`config.mk`:
```
export PLATFORM = sky130hd
export DESIGN_NAME = sensor_conditioner
export DESIGN_NICKNAME = d
export VERILOG_FILES = /design/src/rtl/traffic_pkg.sv /design/src/rtl/sync_2ff.sv /design/src/rtl/sensor_conditioner.sv
export SDC_FILE = /design/constraint.sdc
export NUM_CORES = 1
export LEC_CHECK = 0
export CELL_PAD_IN_SITES_DETAIL_PLACEMENT = 1
export CELL_PAD_IN_SITES_GLOBAL_PLACEMENT = 2
export CORE_ASPECT_RATIO = 0.8
export CORE_MARGIN = 8
export CORE_UTILIZATION = 38
export DETAILED_ROUTE_END_ITERATION = 10
export PLACE_DENSITY = 0.83
export SLEW_MARGIN = 15
export SYNTH_ARGS = -nofsm -noshare
export SYNTH_HDL_FRONTEND = slang
export SYNTH_SLANG_ARGS = --single-unit
```
`constraint.sdc`:
```
create_clock -name clk -period 4.6 [get_ports clk]
set_input_delay 1.38 -clock clk [delete_from_list [all_inputs] [get_ports clk]]
set_output_delay 1.38 -clock clk [all_outputs]
set_load 0.02 [all_outputs]
```
`src/rtl/traffic_pkg.sv`:
```
// Shared definitions for the traffic intersection blocks: controller state
// constants, the sensor conditioner FSM encoding and default parameters.
package traffic_pkg;

  // Traffic controller light-phase states.
  typedef enum logic [1:0] {
    S0 = 2'b00,
    S1 = 2'b01,
    S2 = 2'b10
  } ctrl_state_e;

  // Sensor conditioner FSM states.
  typedef enum logic [2:0] {
    IDLE    = 3'd0,
    DEB_ON  = 3'd1,
    ACTIVE  = 3'd2,
    DEB_OFF = 3'd3,
    HOLD    = 3'd4
  } cond_state_e;

  // Default parameter values for sensor_conditioner.
  localparam int DEF_DEB_CYCLES  = 4;
  localparam int DEF_HOLD_CYCLES = 16;
  localparam int DEF_CNT_W       = 8;

  // Counter widths sized for the legal parameter ranges (1..15, 1..255).
  localparam int DEB_W  = 4;
  localparam int HOLD_W = 8;

  // A car is reported present in every state past the arrival debounce.
  function automatic logic sensor_level(input cond_state_e s);
    return (s == ACTIVE) || (s == DEB_OFF) || (s == HOLD);
  endfunction

endpackage

```
`src/rtl/sync_2ff.sv`:
```
// Single-bit two-flop synchronizer for bringing an asynchronous level into
// the clk domain. Only the second flop is visible to the outside.
module sync_2ff (
  input  logic clk,
  input  logic rst,
  input  logic i_d,
  output logic o_q
);

  logic r_meta;
  logic r_sync;

  // Shift the raw level through two flops; the first may go metastable.
  // NOTE: non-blocking assignments let r_sync capture the old r_meta value;
  // blocking ones would collapse the chain into a single flop.
  always_ff @(posedge clk or posedge rst) begin
    if (rst) begin
      r_meta <= 1'b0;
      r_sync <= 1'b0;
    end else begin
      r_meta <= i_d;
      r_sync <= r_meta;
    end
  end

  assign o_q = r_sync;

endmodule

```
`src/rtl/sensor_conditioner.sv`:
```
// Conditions a bouncing, asynchronous car-detector level into a clean
// registered car-present level, a one-cycle arrival pulse and a saturating
// arrival counter. After a qualified arrival the present level is held for
// at least HOLD_CYCLES cycles so a car pausing over the loop is not lost.
module sensor_conditioner
  import traffic_pkg::*;
#(
  parameter int DEB_CYCLES  = DEF_DEB_CYCLES,
  parameter int HOLD_CYCLES = DEF_HOLD_CYCLES,
  parameter int CNT_W       = DEF_CNT_W
) (
  input  logic             clk,
  input  logic             rst,
  input  logic             sensor_raw,
  input  logic             cnt_clr,
  output logic             sensor,
  output logic             arrival,
  output logic [CNT_W-1:0] arrival_cnt
);

  localparam logic [DEB_W-1:0]  DEB_LIM  = DEB_W'(DEB_CYCLES);
  localparam logic [HOLD_W-1:0] HOLD_LIM = HOLD_W'(HOLD_CYCLES);
  localparam logic [CNT_W-1:0]  CNT_MAX  = {CNT_W{1'b1}};

  logic              w_sync;
  cond_state_e       r_state;
  cond_state_e       w_state_next;
  logic [DEB_W-1:0]  r_deb_cnt;
  logic [DEB_W-1:0]  w_deb_cnt_next;
  logic [DEB_W-1:0]  w_deb_run;
  logic              w_deb_done;
  logic [HOLD_W-1:0] r_hold_cnt;
  logic [HOLD_W-1:0] w_hold_cnt_next;
  logic [HOLD_W-1:0] w_hold_dec;
  logic              w_hold_expired;
  logic              w_arrival_next;
  logic              r_sensor;
  logic              r_arrival;
  logic [CNT_W-1:0]  r_arrival_cnt;

  sync_2ff u_sync (
    .clk (clk),
    .rst (rst),
    .i_d (sensor_raw),
    .o_q (w_sync)
  );

  // Length of the current run of samples opposing the reported level,
  // including this one: a run starts at 1 in the stable states.
  always_comb begin
    w_deb_run = DEB_W'(1);
    if ((r_state == DEB_ON) || (r_state == DEB_OFF)) begin
      w_deb_run = r_deb_cnt + DEB_W'(1);
    end
  end

  assign w_deb_done     = (w_deb_run == DEB_LIM);
  assign w_hold_dec     = (r_hold_cnt == '0) ? '0 : r_hold_cnt - HOLD_W'(1);
  assign w_hold_expired = (w_hold_dec == '0);

  // Next-state, debounce/hold counter and arrival-pulse decode.
  // NOTE: every output of this block gets a default first, so no path
  // through the case statement can leave a value unassigned and infer a latch.
  always_comb begin
    w_state_next    = r_state;
    w_deb_cnt_next  = r_deb_cnt;
    w_hold_cnt_next = (r_state == IDLE) ? r_hold_cnt : w_hold_dec;
    w_arrival_next  = 1'b0;

    case (r_state)
      IDLE, DEB_ON: begin
        if (!w_sync) begin
          w_state_next   = IDLE;
          w_deb_cnt_next = '0;
        end else if (w_deb_done) begin
          w_state_next    = ACTIVE;
          w_deb_cnt_next  = '0;
          w_hold_cnt_next = HOLD_LIM;
          w_arrival_next  = 1'b1;
        end else begin
          w_state_next   = DEB_ON;
          w_deb_cnt_next = w_deb_run;
        end
      end

      ACTIVE, DEB_OFF: begin
        if (w_sync) begin
          // Car still (or again) present: no new arrival, hold keeps running.
          w_state_next   = ACTIVE;
          w_deb_cnt_next = '0;
        end else if (w_deb_done) begin
          w_state_next   = w_hold_expired ? IDLE : HOLD;
          w_deb_cnt_next = '0;
        end else begin
          w_state_next   = DEB_OFF;
          w_deb_cnt_next = w_deb_run;
        end
      end

      HOLD: begin
        // A returning car takes priority so the level never blinks low.
        if (w_sync) begin
          w_state_next = ACTIVE;
        end else if (w_hold_expired) begin
          w_state_next = IDLE;
        end
      end

      default: begin
        w_state_next    = IDLE;
        w_deb_cnt_next  = '0;
        w_hold_cnt_next = '0;
      end
    endcase
  end

  // FSM state, counters and registered outputs.
  always_ff @(posedge clk or posedge rst) begin
    if (rst) begin
      r_state    <= IDLE;
      r_deb_cnt  <= '0;
      r_hold_cnt <= '0;
      r_sensor   <= 1'b0;
      r_arrival  <= 1'b0;
    end else begin
      r_state    <= w_state_next;
      r_deb_cnt  <= w_deb_cnt_next;
      r_hold_cnt <= w_hold_cnt_next;
      r_sensor   <= sensor_level(w_state_next);
      r_arrival  <= w_arrival_next;
    end
  end

  // Saturating arrival counter; a clear beats a simultaneous arrival.
  always_ff @(posedge clk or posedge rst) begin
    if (rst) begin
      r_arrival_cnt <= '0;
    end else if (cnt_clr) begin
      r_arrival_cnt <= '0;
    end else if (r_arrival && (r_arrival_cnt != CNT_MAX)) begin
      r_arrival_cnt <= r_arrival_cnt + CNT_W'(1);
    end
  end

  assign sensor      = r_sensor;
  assign arrival     = r_arrival;
  assign arrival_cnt = r_arrival_cnt;

endmodule
```
==> metrics.md <==
| Metric | Value |
|---|---|
| DR DRC count | 0 |
| CTS max path bufs | 2 |
| Final period util | 0.596 |
| Setup_tns | 0 ns |
| Hold WC Path Type | flip-flop to flip-flop |
| Syn. warnings | 0 |
| Unrepaired setup endpoints after global routing | no |
| Ports | 14 |
| Dpl hpwl | 2460 µm |
| Mapped Area | roughly 1500 µm² |
| Largest net degree at the start of global routing | 28 |
| Min cycle time layout | ~2.7 ns |
| Vias in the first global route | 1153 |
| WP data required | 3.22 ns |
| Clock skew | roughly 0.0015 ns |
| Die area | 6060 µm² |
| Maximum fanout along the worst path | 6 |
| Site row count | 20 |
| CTS tree | done |
| Routed vias/inst | 5.39 |
| Final ANT Viol Nets | 0 |
| Clock sink count | 27 |
| Worst-Margin Slew | about 1 ns |
| Routed wire per std cell | 15.6 µm |
| # fillers | 432 |
| Maximum vdd drop | 0.229 mV |
| Share of layout cells above drive strength 1 | 0.0745 |
| DR pass1 iterations | 4 |
| Leakage | 0.000698 µW |
| DRT Wirelength | 3190 µm |
| Largest stage delay, worst path | 0.64 ns |
| Worst Hold End | u_sync.o_q$_DFF_PP0_ |
| Diodes inserted | 0 |
| Setup crit start kind | flip-flop |
| Routability Congestion | 0.756 |
| Final setup fails | 0 |
| Worst r2r src | r_deb_cnt[0]$_DFFE_PP0N_ |
| Final slew viol count | 0 |
| Antenna violations before repair | 0 |
| Starting Density | 0.389 |
| Register area share after synthesis | 0.466 |
| Max Fclk | 365 MHz |
| Async set-reset flop share out of synthesis | 1.00 |
| Via count | 1104 |
| Distinct cells, synth | 42 |
| Syn avg cell area | between 9 and 10 µm² |
| Hold-fix buffers at CTS | 0 |
| H-Tree Depth | 1 |
| Input/output buffers | 13 |
| Clock Latency Late Sink | 0.27 ns |
| Power per cell area | 496 nW/µm² |
| Cts bufs inserted | 3 |
| Synthesized Nets | 158 |
| Status | complete, no violations |
| Nets@finish | approximately 170 |
| Layout area overhead | 12.9% |
| Final Hold Fails | 0 |
| Post-cts sizing count | 0 |
| Worst setup path category | flip-flop to output pin |
| Die H | 71.3 µm |
| Gr usage total | 0.112 |
| Min-Delay Startpoint | u_sync.r_meta$_DFF_PP0_ |
| Slew HR | 0.321 |
| FF-to-FF setup slack | about 2.8 ns |
| Critical path cell sequence | clkdlybuf4s50_1 |
| Core Box Area | roughly 3700 µm² |
| WP data arrival | 1.36 ns |
| Clock Pin Slew Worst Setup and Hold Paths | 0.09 ns |
| CP bufs+invs | 1 |
| #FFs+latches synth | 27 |
| GR Overflow Total | 0 |
| Root Buffer | clkbuf_8 |
| EDFF count, synth | 0 |
| Critical path's slowest cell | clkdlybuf4s50_1 |
| Worst reg-to-reg path cell count | 6 |
| CP Capture Type | output pin |
| Syn Inst Count | around 150 |
| Worst Hold Depth | 0 |
| Initial DRC count | 47 |
| Postcts setup bufs | 0 |
| Crit path max-delay family | buffers and inverters |
| First-pass GRT wire length | 5520 µm |
| Max cap viols | 0 |
| RR Endpoint | sensor$_DFF_PP0_ |
| Final hold slack | 0.361 ns |
| Die X | 85.1 µm |
| Synth Flop Type | dfrtp_1 |
state kept, by name (all words and copies together) (netlist names):
register and flops:
r_hold_cnt 8, r_deb_cnt 4, r_state 3, sensor 1
arrival 1, arrival_cnt 8, u_sync.r_meta 1, u_sync.o_q 1
worst max path at each step:
stage,cells after the start,from,slack [ns],endpoint
floorplan,1,rst,2.67,arrival$_DFF_PP0_
global placement,2,rst,2.00,r_hold_cnt[6]$_DFF_PP0_
detailed placement,2,rst,1.96,r_hold_cnt[1]$_DFF_PP0_
CTS,1,arrival_cnt[2]$_DFFE_PP0P_,1.85,arrival_cnt[2]
global route,1,arrival_cnt[0]$_DFFE_PP0P_,1.81,arrival_cnt[0]
finish,1,arrival_cnt[2]$_DFFE_PP0P_,1.86,arrival_cnt[2]
placed cells by master, fill, tap and decap left out, types with 5 or more instances in the layout:
master and n:
a21oi_1 8, clkdlybuf4s50_1 13, dfrtp_1 27, inv_1 5, nand2_1 11, nand3_1 7
nor2_1 22, nor3_1 5, xor2_1 6
cells in the mapped netlist (2+ instances only):
library cell	number	area share
and3_1	2	0.0086
nor3_1	5	0.017
buf_2	4	0.014
a211oi_1	2	0.010
mux2i_1	3	0.021
nor2b_1	2	0.0086
nand3_1	7	0.024
buf_6	2	0.016
or3_1	2	0.0086
xor2_1	6	0.036
nor3b_1	3	0.016
a21oi_1	8	0.028
nand2b_1	2	0.0086
nor3_2	3	0.021
nand4b_1	2	0.012
nand4_1	3	0.013
dfrtp_1	27	0.47
ha_1	3	0.026
xnor2_1	4	0.024
o21ai_0	4	0.014
nor2_1	22	0.057
inv_1	5	0.013
nand2_1	11	0.028
kinds of logic (layout without fill, tap and decap cells):
logic type / Yosys count / in the layout / synth area share
compound gates: 25 / 25 / 0.117
xor+xnor: 10 / 10 / 0.0604
fa+ha+maj: 3 / 3 / 0.0259
buf+inv: 12 / 22 / 0.0449
flops: 27 / 27 / 0.466
mux: 3 / 3 / 0.0207
simple gates: 71 / 71 / 0.265
layer usage:
metal | global-route usage | wire (µm)
met5 | 0 | 0
met1 | 0.143 | 1590
met4 | 0.0295 | 32
met2 | 0.183 | 1430
met3 | 0.0263 | 134
power breakdown:
group	switching [µW]	internal, µW
registers	74.6	293
clock network	71.0	61.4
logic	177	136
through the flow:
step / worst slack, ns / total power (µW) / utilization / instance area, µm² / std cells
global route: 1.81 / 877 / 0.439 / 1640 / 205
finish: 1.86 / 812 / 0.439 / 1640 / 205
floorplan: 2.67 / 603 / - / 1450 / 151
global placement: 2.00 / 667 / 0.426 / 1590 / 201
detailed placement: 1.96 / 684 / 0.426 / 1590 / 201
CTS: 1.85 / 820 / 0.439 / 1640 / 205
final cells by class:
type | count | area [µm²] | area share
Inverter | 5 | 18.8 | 0.0115
Timing Repair Buffer | 13 | 130 | 0.0795
Sequential cell | 27 | 676 | 0.413
Clock buffer | 3 | 41.3 | 0.0252
Multi-Input combinational cell | 112 | 709 | 0.433
Tap cell | 44 | 55.1 | 0.0336
Clock inverter | 1 | 7.51 | 0.00458
Note: power is estimated with default switching activity, not from simulation.
==> RTL edit, RTL diff (config.mk and constraints unchanged) <==
Encoding of `cond_state_e`: now one-hot (5 bits for 5 states).
--- a/src/rtl/traffic_pkg.sv
+++ b/src/rtl/traffic_pkg.sv
@@ -11,10 +11,10 @@
 
   // Sensor conditioner FSM states.
-  typedef enum logic [2:0] {
-    IDLE    = 3'd0,
-    DEB_ON  = 3'd1,
-    ACTIVE  = 3'd2,
-    DEB_OFF = 3'd3,
-    HOLD    = 3'd4
+  typedef enum logic [4:0] {
+    IDLE    = 5'b00001,
+    DEB_ON  = 5'b00010,
+    ACTIVE  = 5'b00100,
+    DEB_OFF = 5'b01000,
+    HOLD    = 5'b10000
   } cond_state_e;
 
Check against the original RTL: same outputs for any inputs over 10 cycles, from zero or initial values and one cycle with rst high; not proved beyond that.
==> RTL edit against the unedited design <==
- count of clock-buffer cells in the layout increased by 4
- highest routed layer unchanged
- clock power rose by 100%
- largest power group unchanged
- final area increased by 16%
- synthesized area rose by 11%
- sequential cell count increased by 2
- largest cell class unchanged
- total power is 18% higher
- register-to-register slack worse by 0.40 ns
- routed wire length increased by 21%
- via count up 19%
- critical endpoint is now arrival_cnt[3]
- worst setup slack lost 0.057 ns
==> RTL edit: results (changes against the unedited design) <==
{
  "status": {"value": "finished clean"},
  "clkTransAtPathRegs": {"value": 0.07, "unit": "ns", "change": "-0.02 ns"},
  "p_int": {"value": 0.000609, "unit": "W", "change": "+24%"},
  "seq_area_frac_synth": {"value": 0.452, "change": "-0.0134"},
  "synth.top_cells.by_count": {"value": "28 x dfrtp_1, 23 x nor2_1, 14 x nand3_1"},
  "worst_ir_drop_vdd": {"value": 0.291, "unit": "mV", "change": "+27%"},
  "slew_headroom": {"value": 0.315, "change": "-0.00597"},
  "global_route.usage.total": {"value": 0.135, "change": "+0.0230"},
  "grt_start_max_net_pins": {"value": 30, "change": "+7.1%"},
  "met3_length": {"value": 165, "unit": "um", "change": "+23%"},
  "grt.met2_usage": {"value": 0.218, "change": "+0.0350"},
  "postSynthNetCount": {"value": 181, "change": "+15%"},
  "detail_route.iter0.violations": {"value": 26, "change": "-45%"},
  "wirelength_met1": {"value": 1750, "unit": "um", "change": "+10%"},
  "final_cells": {"value": 245, "change": "+20%"},
  "critical_path_arrival": {"value": 1.42, "unit": "ns", "change": "+0.06 ns"},
  "globalplace.congestion": {"value": 0.809, "change": "+7.0%"},
  "number_of_global_route_vias_before_repair": {"value": 1372, "change": "+19%"},
  "layout.nets": {"value": 195, "change": "+15%"},
  "fin_worst_skew": {"value": 0.00891, "unit": "ns", "change": "+0.00737 ns"},
  "layout-drive-gt1-share": {"value": 0.0798, "change": "+0.00525"},
  "fillCellCount": {"value": 495, "change": "+15%"},
  "wl_met2": {"value": 1890, "unit": "um", "change": "+32%"},
  "drt_pre_antenna_iters": {"value": 6, "change": "+2"},
  "number_of_vias_per_cell": {"value": 5.38, "change": "-0.11%"},
  "dp_cells": {"value": 237, "change": "+18%"}
}
-- RTL edit: cell count changes in the layout (fill, tap and decap cells not counted), sizes merged, moves of 3 or more --
cell,change
inv,+4
nor2b,+4
o21ai,+3
nor3,-4
clkbuf,+4
nor3b,-3
nand3,+7
nor4,+3
-- RTL edit: logic make-up (layout without fill, tap and decap cells) --
kind of cell             after synthesis  in the layout  synth area share
AND/OR/NAND/NOR                       75             75             0.239
AO/OA/AOI/OAI                         35             35             0.153
flip-flops                            29             29             0.452
buffers and inverters                 15             30            0.0382
XOR/XNOR                              11             11            0.0600
adder cells (fa/ha/maj)                4              4            0.0312
multiplexers                           4              4            0.0257
-- RTL edit: layout make-up --
| cell class | count | area (um^2) | share of cell area |
|---|---|---|---|
| clock buffers | 7 | 86.3 | 0.0455 |
| multi-input cells | 129 | 818 | 0.431 |
| repair buffers | 13 | 130 | 0.0686 |
| well taps | 57 | 71.3 | 0.0376 |
| inverters | 9 | 33.8 | 0.0178 |
| clock inverters | 1 | 30.0 | 0.0158 |
| flip-flops and latches | 29 | 727 | 0.383 |
-- RTL edit: stage by stage --
| step | hold slack, ns | area, um^2 | util | power [W] |
|---|---|---|---|---|
| 4_1_cts | 0.366 | 1900 | 0.460 | 0.000966 |
| 2_1_floorplan | 0.331 | 1610 | - | 0.000608 |
| 3_3_place_gp | 0.335 | 1780 | 0.432 | 0.000678 |
| 6_report | 0.367 | 1900 | 0.460 | 0.000958 |
| 5_1_grt | 0.386 | 1900 | 0.460 | 0.00103 |
| 3_5_place_dp | 0.352 | 1780 | 0.432 | 0.000692 |
-- RTL edit: power groups by stage --
stage	Combinational (W)	Clock (W)	Sequential, W
after CTS	0.000339	0.000275	0.000352
after detailed placement	0.000336	0	0.000355
after global placement	0.000326	0	0.000352
after global routing	0.000380	0.000289	0.000359
after floorplan	0.000276	0	0.000331
final	0.000335	0.000270	0.000352
-- RTL edit: worst register-to-register path, cell delays in order (launching register included) --
cell and delay (ns):
dfrtp_1 0.47, inv_2 0.09, ha_1 0.28, or3_1 0.40, a222oi_1 0.39, nand3_1 0.19
o31a_1 0.31
-- RTL edit: final timing paths --
| kind | from | endpoint | slack (ns) | cells past startpoint |
|---|---|---|---|---|
| setup / recovery | arrival_cnt[3] | arrival_cnt[3] | 1.80 | 1 |
| hold / removal | u_sync.r_meta | u_sync.o_q | 0.37 | 0 |
| setup reg to reg | r_hold_cnt[0] | sensor | 2.35 | 6 |
| hold reg to reg | u_sync.r_meta | u_sync.o_q | 0.37 | 0 |
| max in group asynchronous | rst | arrival_cnt[1] | 2.71 | 2 |
| min in group asynchronous | rst | arrival_cnt[5] | 1.49 | 2 |
